`config.mk`:
```
export PLATFORM = sky130hd
export DESIGN_NAME = sim_ctrl_arbiter
export DESIGN_NICKNAME = d
export VERILOG_FILES = /design/src/rtl/sim_ctrl_arbiter.sv
export SDC_FILE = /design/constraint.sdc
export NUM_CORES = 1
export LEC_CHECK = 0
export ABC_CLOCK_PERIOD_IN_PS = 4800
export CAP_MARGIN = 20
export CORE_AREA = 2 2 108 110
export DETAILED_ROUTE_END_ITERATION = 12
export DIE_AREA = 0 0 110 112
export GPL_TIMING_DRIVEN = 1
export PLACE_DENSITY = 0.56
export SLEW_MARGIN = 40
export SYNTH_ARGS = -nofsm -noshare
export SYNTH_HDL_FRONTEND = slang
export SYNTH_SLANG_ARGS = --single-unit
```
`constraint.sdc`:
```
create_clock -name clk_i -period 4.8 [get_ports clk_i]
set_input_delay 0.48 -clock clk_i [delete_from_list [all_inputs] [get_ports clk_i]]
set_output_delay 0.48 -clock clk_i [all_outputs]
set_load 0.05 [all_outputs]
```
`src/rtl/sim_ctrl_arbiter.sv`:
```
// Round-robin arbiter sharing the simulator-control device port among hosts.
// Routes responses back to the issuer and freezes grants after a halt write.
module sim_ctrl_arbiter #(
  parameter int         NumHosts       = 2,
  parameter logic [7:0] HaltAddrIdx    = 8'h2,
  parameter bit         BlockAfterHalt = 1'b1
) (
  input  logic                     clk_i,
  input  logic                     rst_i,
  input  logic [NumHosts-1:0]      host_req_i,
  input  logic [NumHosts-1:0]      host_we_i,
  input  logic [4*NumHosts-1:0]    host_be_i,
  input  logic [32*NumHosts-1:0]   host_addr_i,
  input  logic [32*NumHosts-1:0]   host_wdata_i,
  output logic [NumHosts-1:0]      host_gnt_o,
  output logic [NumHosts-1:0]      host_rvalid_o,
  output logic [31:0]              host_rdata_o,
  output logic                     dev_req_o,
  output logic                     dev_we_o,
  output logic [3:0]               dev_be_o,
  output logic [31:0]              dev_addr_o,
  output logic [31:0]              dev_wdata_o,
  input  logic                     dev_rvalid_i,
  input  logic [31:0]              dev_rdata_i,
  output logic                     halted_o,
  output logic                     err_o
);

  typedef enum logic {RUN, HALTED} mode_e;

  mode_e      mode_q;
  logic [1:0] rr_q;
  logic [1:0] idx_q;
  logic       pend_q;
  logic       err_q;

  logic [3:0] req4;
  logic [1:0] win;
  logic [1:0] nxt;
  logic       allow;
  logic       gnt_any;
  logic       rsp_ok;
  logic       halt_wr;

  assign rsp_ok = pend_q & dev_rvalid_i;

  // Stall only while a response is owed and not arriving this cycle.
  assign allow = (mode_q == RUN || !BlockAfterHalt) &&
                 !(pend_q && !dev_rvalid_i);

  always_comb begin
    int j;
    j       = 0;
    req4    = '0;
    req4[NumHosts-1:0] = host_req_i;
    win     = '0;
    gnt_any = 1'b0;
    for (int k = 0; k < NumHosts; k++) begin
      j = int'(rr_q) + k;
      if (j >= NumHosts) j = j - NumHosts;
      if (!gnt_any && allow && req4[j[1:0]]) begin
        gnt_any = 1'b1;
        win     = j[1:0];
      end
    end
  end

  assign nxt = (win == 2'(NumHosts - 1)) ? 2'd0 : win + 2'd1;

  always_comb begin
    host_gnt_o    = '0;
    host_rvalid_o = '0;
    dev_we_o      = 1'b0;
    dev_be_o      = '0;
    dev_addr_o    = '0;
    dev_wdata_o   = '0;
    for (int h = 0; h < NumHosts; h++) begin
      if (gnt_any && win == 2'(h)) begin
        host_gnt_o[h] = 1'b1;
        dev_we_o      = host_we_i[h];
        dev_be_o      = host_be_i[4*h +: 4];
        dev_addr_o    = host_addr_i[32*h +: 32];
        dev_wdata_o   = host_wdata_i[32*h +: 32];
      end
      host_rvalid_o[h] = rsp_ok && idx_q == 2'(h);
    end
  end

  assign dev_req_o    = gnt_any;
  assign host_rdata_o = rsp_ok ? dev_rdata_i : '0;

  assign halt_wr = gnt_any && dev_we_o && dev_be_o[0] &&
                   dev_wdata_o[0] &&
                   dev_addr_o[9:2] == HaltAddrIdx;

  always_ff @(posedge clk_i) begin
    if (rst_i) begin
      mode_q <= RUN;
      rr_q   <= '0;
      idx_q  <= '0;
      pend_q <= 1'b0;
      err_q  <= 1'b0;
    end else begin
      if (gnt_any) begin
        rr_q   <= nxt;
        idx_q  <= win;
        pend_q <= 1'b1;
        if (halt_wr) mode_q <= HALTED;
      end else if (dev_rvalid_i) begin
        pend_q <= 1'b0;
      end
      if (dev_rvalid_i && !pend_q) err_q <= 1'b1;
    end
  end

  assign halted_o = (mode_q == HALTED);
  assign err_o    = err_q;

endmodule
```
==> qor.csv, run 1 <==
stage,metric,value,unit
layout,Fillers,1153,
timing,Slew headroom,0.624,
detailed_routing,antenna-violating nets left,0,
critical_path,"slowest stage delay, CP",0.85,ns
flow_run,max-cap viol count,0,
global_routing,first-pass GRT wire length,13500,um
timing,fmax,282,MHz
synthesis,"top cells by area, synth","a22o_1, and3_1, dfxtp_1, clkbuf_1, buf_2",
critical_path,"Req. time, crit path",4.32,ns
detailed_routing,DRC viols,0,
synthesis,post-synth net total,343,
detailed_routing,Vias/cell,4.32,
critical_path,type of origin of the critical path,input port,
floorplan,Die Y,112,um
placement,post-detail-place hpwl,7950,um
clocking,clock buffer count from CTS,3,
timing,final setup fails,0,
status,status,finished clean,
timing,final hold slack,0.462,ns
clocking,Root Buffer,clkbuf_16,
synthesis,Post-Syn Area,0.00129,mm^2
pwr,Max VDD drop,0.0000953,V
timing,period utilization,0.738,
clocking,CTS resizes,0,
placement,gpl congestion,0.863,
timing,TNS Setup,0,ns
synthesis,Post-synth EDFFs,0,
timing,Final Hold Fails,0,
timing,Slew @ Worst Pin,0.562,ns
detailed_routing,drt wl/cell,16.4,um
global_routing,Total Routing Usage GR,0.139,
timing,"Slew Viols, Final",0,
detailed_routing,total number of vias,2501,
synthesis,Synth Instances,168,
detailed_routing,DRT Wirelength,9510,um
critical_path,slowest library cell on the worst path,clkdlybuf4s50_1,
placement,Placed Instance Area,0.00426,mm^2
synthesis,Netlist cell types,23,
synthesis,YS warnings,0,
timing,Max Clock Skew,0.00144,ns
layout,share of layout cells above drive strength 1,0.0275,
floorplan,Ports,283,
synthesis,leading area contributor after synthesis,a22o_1,
clocking,postcts setup bufs,0,
synthesis,Post-Syn Area per Cell,7.71,um^2
clocking,clk_lat worst skew,0.23,ns
synthesis,Synth top area share,0.460,
clocking,htree depth,1,
layout,nets,612,
floorplan,Chip Width,110,um
pwr,PwrDens,200,mW/mm^2
clocking,Clock Pin Slew Worst Setup and Hold Paths,0.04,ns
layout,post-layout util,0.388,
synthesis,"top cells by count, synth","a22o_1, and3_1, clkbuf_1",
global_routing,largest net degree at the start of global routing,75,
floorplan,Core Area,0.0112,mm^2
global_routing,total gr overflow,0,
clocking,CTS Sinks,7,
synthesis,"Primary FF master, synth",dfxtp_1,
floorplan,FP Rows,39,
critical_path,crit path kind,in2out,
floorplan,Initial Util,0.116,
synthesis,fraction of registers with async set/reset,0,
timing,RSZ-0062 raised after global routing,no,
synthesis,"Seq/Total Area, Yosys",0.108,
critical_path,worst-path maximum fanout,66,
detailed_routing,DR pass1 iterations,6,
clocking,hold bufs inserted after CTS,0,
global_routing,initial antenna violation count,0,
synthesis,top-count cell post-synth,a22o_1,
clocking,Clock Tree Buf Depth,2,
pwr,LEAKAGE,1.75,nW
critical_path,Critical Path Sink Type,output pin,
placement,Port Buffers,282,
global_routing,vias in the first global route,2523,
layout,cell area after layout,0.00434,mm^2
clocking,TritonCTS clock tree,built,
floorplan,Die Area,0.0123,mm^2
detailed_routing,initial drt markers,112,
layout,Area Growth Syn to Fin,235,%
layout,diode count,0,
critical_path,most frequent CP cell,clkdlybuf4s50_1,
timing,min Tclk post-route,3.54,ns
worst_hold_path,worst min-delay path category,reg2reg,
critical_path,CP arrival,3.06,ns
synthesis,Seq cells post-synth,7,
critical_path,crit path cell chain,"clkdlybuf4s50_1, buf_4, nor2b_4, nor4b_4, buf_12, a22o_1, clkdlybuf4s50_1",
## cell usage in the layout (no fill, tap or decap)
cell type / instances
or3_1: 1
buf_12: 2
nor2b_4: 1
clkbuf_1: 1
and3_1: 34
dfxtp_2: 1
a21oi_1: 5
buf_4: 2
nor3_1: 1
a22o_1: 68
o2111a_1: 1
a32o_1: 3
nor4bb_4: 1
o21ai_0: 1
dfxtp_1: 6
nor4b_4: 1
mux2_2: 1
o22ai_1: 1
nor2_1: 6
clkdlybuf4s50_1: 282
nor2b_1: 2
nand2_1: 5
nor3b_1: 1
nor4_1: 2
inv_1: 4
clkbuf_16: 3
## area by class of cell
class	instances	area, um^2	share of cell area
Timing Repair Buffer	286	2880	0.664
Clock buffer	4	78.8	0.0182
Inverter	4	15.0	0.00346
Tap cell	143	179	0.0413
Sequential cell	7	141	0.0326
Multi-Input combinational cell	135	1040	0.241
## through the flow
stage,setup slack (ns),std cells,power [mW]
floorplan,2.39,168,0.427
global route,1.14,579,0.901
finish,1.26,579,0.867
CTS,1.23,579,0.874
detailed placement,1.23,575,0.731
global placement,1.26,575,0.728
## power by group
part | switching (mW) | total [mW] | internal [mW]
Sequential | 0.00625 | 0.0676 | 0.0614
Combinational | 0.364 | 0.660 | 0.295
Clock | 0.0290 | 0.139 | 0.110
Total | 0.400 | 0.867 | 0.467
## path summary, 6_finish.rpt
kind	cells past startpoint	from	to	slack [ns]
min reg2reg	2	err_o	err_o	0.46
max	7	dev_rvalid_i	dev_addr_o[6]	1.26
min	2	err_o	err_o	0.46
max reg2reg	6	pend_q	halted_o	2.50
## cell families (layout without fill, tap and decap cells)
kind of cell           count (synthesis)  in the layout  share of synthesized area
AO/OA/AOI/OAI                         79             79                      0.520
buffers and inverters                 26            294                     0.0918
multiplexers                           1              1                    0.00870
flip-flops                             7              7                      0.108
AND/OR/NAND/NOR                       55             55                      0.271
## state kept, by name (all words and copies together), names as in the netlist
name      cells
rr_q          2
pend_q        1
halted_o      1
err_o         1
idx_q         2
## critical path: cells and delay by family
family,cells,cell delay [ns]
AOI/OAI and AO/OA,1,0.20
buffers and inverters,4,1.89
and+or+nand+nor,2,0.44
## layer usage
layer / up-vias / track usage / routed length, um
met1: 1151 / 0.153 / 3480
met4: 0 / 0.0321 / 122
met5: - / 0 / 0
li1: 1219 / - / -
met3: 10 / 0.0334 / 740
met2: 121 / 0.263 / 5160
Power figures use the tool's default switching activity.
==> inputs of run 2 (changes only) <==
- ABC_CLOCK_PERIOD_IN_PS: 4800 -> 3600
- CORE_AREA: 2 2 108 110 -> 2 2 111 113
- DIE_AREA: 0 0 110 112 -> 0 0 113 115
- PLACE_DENSITY: 0.56 -> 0.53
- clock period: 4.8 -> 3.6 ns (I/O delays scaled with it)
==> run 2 against run 1 <==
  * The flow now finishes with violations (DRC)
  * Sequential cell count unchanged
  * Setup slack got worse by 0.33 ns
  * Via count decreased by 0.40%
  * Clock skew about the same
  * Hold slack improved by 0.025 ns
  * Non-clock buffer count unchanged
  * Largest power group unchanged
  * Critical path depth decreased by 2
  * Final cell count increased by 0.69%
  * Final area increased by 16%
  * Utilization increased by 3.9 points
==> qor.csv, run 2 (same netlist as run 1, synthesis figures left out) <==
stage,metric,value,unit,change
clocking,Clock Pin Slew Worst Setup and Hold Paths,0.03,ns,was 0.04 ns
detailed_routing,Vias/cell,4.27,,was 4.32
detailed_routing,total number of vias,2491,,was 2501
pwr,LEAKAGE,2.11,nW,was 1.75 nW
clocking,Root Buffer,clkbuf_16,,unchanged
critical_path,crit path kind,in2out,,unchanged
timing,Slew headroom,0.646,,was 0.624
global_routing,vias in the first global route,2464,,was 2523
layout,"commonest cells after routing, fill and taps aside","clkdlybuf4s50_1, buf_12, a22o_1, and3_1",,"was clkdlybuf4s50_1, a22o_1, and3_1, nor2_1, dfxtp_1"
timing,Max Clock Skew,0.00152,ns,was 0.00144 ns
timing,fmax,374,MHz,
layout,diode count,0,,unchanged
clocking,postcts setup bufs,0,,unchanged
critical_path,r2r endpoint,halted_o,,unchanged
critical_path,Worst R2R Start,pend_q,,unchanged
timing,RSZ-0062 raised after global routing,no,,unchanged
layout,"commonest non-fill, non-tap cell in the layout",clkdlybuf4s50_1,,unchanged
floorplan,Initial Util,0.110,,was 0.116
pwr,PwrDens,271,mW/mm^2,was 200 mW/mm^2
floorplan,Chip Width,113,um,was 110 um
floorplan,Die Y,115,um,was 112 um
clocking,TritonCTS clock tree,built,,unchanged
status,status,"finished, violations left",,was finished clean
detailed_routing,DRT Wirelength,9750,um,was 9510 um
clocking,clk_lat worst skew,0.23,ns,about the same
layout,Area Growth Syn to Fin,289,%,was 235%
worst_hold_path,min-delay src,err_o,,unchanged
critical_path,"Req. time, crit path",3.24,ns,was 4.32 ns
global_routing,Total Routing Usage GR,0.133,,was 0.139
critical_path,Setup crit end,dev_req_o,,was dev_addr_o[6]
pwr,sw frac,0.427,,was 0.461
timing,"Slew Viols, Final",0,,unchanged
global_routing,initial antenna violation count,0,,unchanged
floorplan,Ports,283,,unchanged
timing,final hold slack,0.487,ns,was 0.462 ns
clocking,htree depth,1,,unchanged
timing,min Tclk post-route,2.67,ns,
pwr,Logic pwr share,0.795,,was 0.761
timing,Slew @ Worst Pin,0.530,ns,was 0.562 ns
flow_run,max-cap viol count,0,,unchanged
worst_hold_path,worst min-delay path category,reg2reg,,unchanged
global_routing,first-pass GRT wire length,13700,um,was 13500 um
status,failing checks,DRC,,
critical_path,Worst R2R Setup Slack,1.37,ns,was 2.50 ns
detailed_routing,DRC viols,10,,was 0
layout,nets,612,,unchanged
critical_path,Critical Path Sink Type,output pin,,unchanged
placement,placed insts,579,,was 575
layout,Top Registers,"idx_q (2), rr_q (2)",,unchanged
placement,post-detail-place hpwl,8140,um,was 7950 um
worst_hold_path,hold path depth,2,,unchanged
critical_path,type of origin of the critical path,input port,,unchanged
clocking,CTS Sinks,7,,unchanged
placement,Port Buffers,282,,unchanged
critical_path,R2R depth,6,,unchanged
detailed_routing,DR pass1 iterations,8,,was 6
timing,period utilization,0.742,,
global_routing,total gr overflow,0,,unchanged
detailed_routing,met3 wire length,673,um,was 740 um
pwr,Final Power,1.36,mW,was 0.867 mW
layout,non-filler cells in the finished layout,583,,was 579
layout,share of layout cells above drive strength 1,0.190,,was 0.0275
detailed_routing,DR top layer,met4,,unchanged
placement,gpl congestion,0.778,,was 0.863
floorplan,FP Rows,40,,was 39
timing,Final Hold Fails,0,,unchanged
critical_path,worst-path maximum fanout,6,,was 66
timing,TNS Setup,0,ns,unchanged
clocking,CTS resizes,0,,unchanged
critical_path,CP arrival,2.31,ns,was 3.06 ns
pwr,internal power component,0.782,mW,was 0.467 mW
floorplan,Die Area,0.0130,mm^2,was 0.0123 mm^2
global_routing,largest net degree at the start of global routing,75,,unchanged
timing,final setup fails,0,,unchanged
pwr,Reg power frac,0.066,,was 0.078
clocking,hold bufs inserted after CTS,0,,unchanged
clocking,Clock Tree Buf Depth,2,,unchanged
detailed_routing,Met1 Wirelength,3680,um,was 3480 um
critical_path,CP Launch Point,dev_rvalid_i,,unchanged
clocking,clock buffer count from CTS,3,,unchanged
detailed_routing,initial drt markers,139,,was 112
pwr,Clock power frac,0.139,,was 0.161
detailed_routing,drt wl/cell,16.7,um,was 16.4 um
pwr,Max VDD drop,0.000118,V,was 0.0000953 V
detailed_routing,met2 WL,5190,um,was 5160 um
floorplan,Core Area,0.0118,mm^2,was 0.0112 mm^2
pwr,NetSw,0.582,mW,was 0.400 mW
detailed_routing,antenna-violating nets left,0,,unchanged
-- run 2: changes by cell type in the layout (fill, tap and decap cells not counted) --
cell / delta
buf_4: +1
clkdlybuf4s50_1: -71
buf_12: +70
-- run 2: metrics by stage --
stage	cell area [um^2]	utilization	setup slack (ns)
after floorplan	1290	-	1.32
after global placement	4960	0.420	0.922
after detailed placement	4960	0.420	0.907
after CTS	5040	0.427	0.740
after global routing	5040	0.427	0.785
final	5040	0.427	0.927
-- run 2: power groups by stage --
stage / Clock [mW] / Sequential (mW) / Combinational (mW)
2_1_floorplan: 0 / 0.0887 / 0.481
3_3_place_gp: 0 / 0.0904 / 1.09
3_5_place_dp: 0 / 0.0912 / 1.09
4_1_cts: 0.190 / 0.0902 / 1.09
5_1_grt: 0.198 / 0.0916 / 1.12
6_report: 0.190 / 0.0903 / 1.08
-- run 2: worst min path at each step --
stage                          to  slack [ns]
after floorplan             err_o        0.43
after global placement      err_o        0.45
after detailed placement  rr_q[1]        0.48
after CTS                 rr_q[1]        0.49
after global routing      rr_q[1]        0.50
final                       err_o        0.49
-- run 2: metal layers --
layer  vias up  GRT usage
li1       1217          -
met1      1111      0.154
met2       140      0.250
met3        23     0.0221
met4         0     0.0358
met5         -          0
-- run 2: layout make-up --
| cell class | instances | area [um^2] |
|---|---|---|
| Clock buffer | 4 | 78.8 |
| Tap cell | 147 | 184 |
| Sequential cell | 7 | 141 |
| Timing Repair Buffer | 286 | 3580 |
| Fill cell | 1140 | 6770 |
| Multi-Input combinational cell | 135 | 1040 |
| Inverter | 4 | 15.0 |
-- run 2: critical path: stages --
cell and delay (ns):
clkdlybuf4s50_1 0.52, nor2b_4 0.08, or3_1 0.43, inv_1 0.11
clkdlybuf4s50_1 0.81
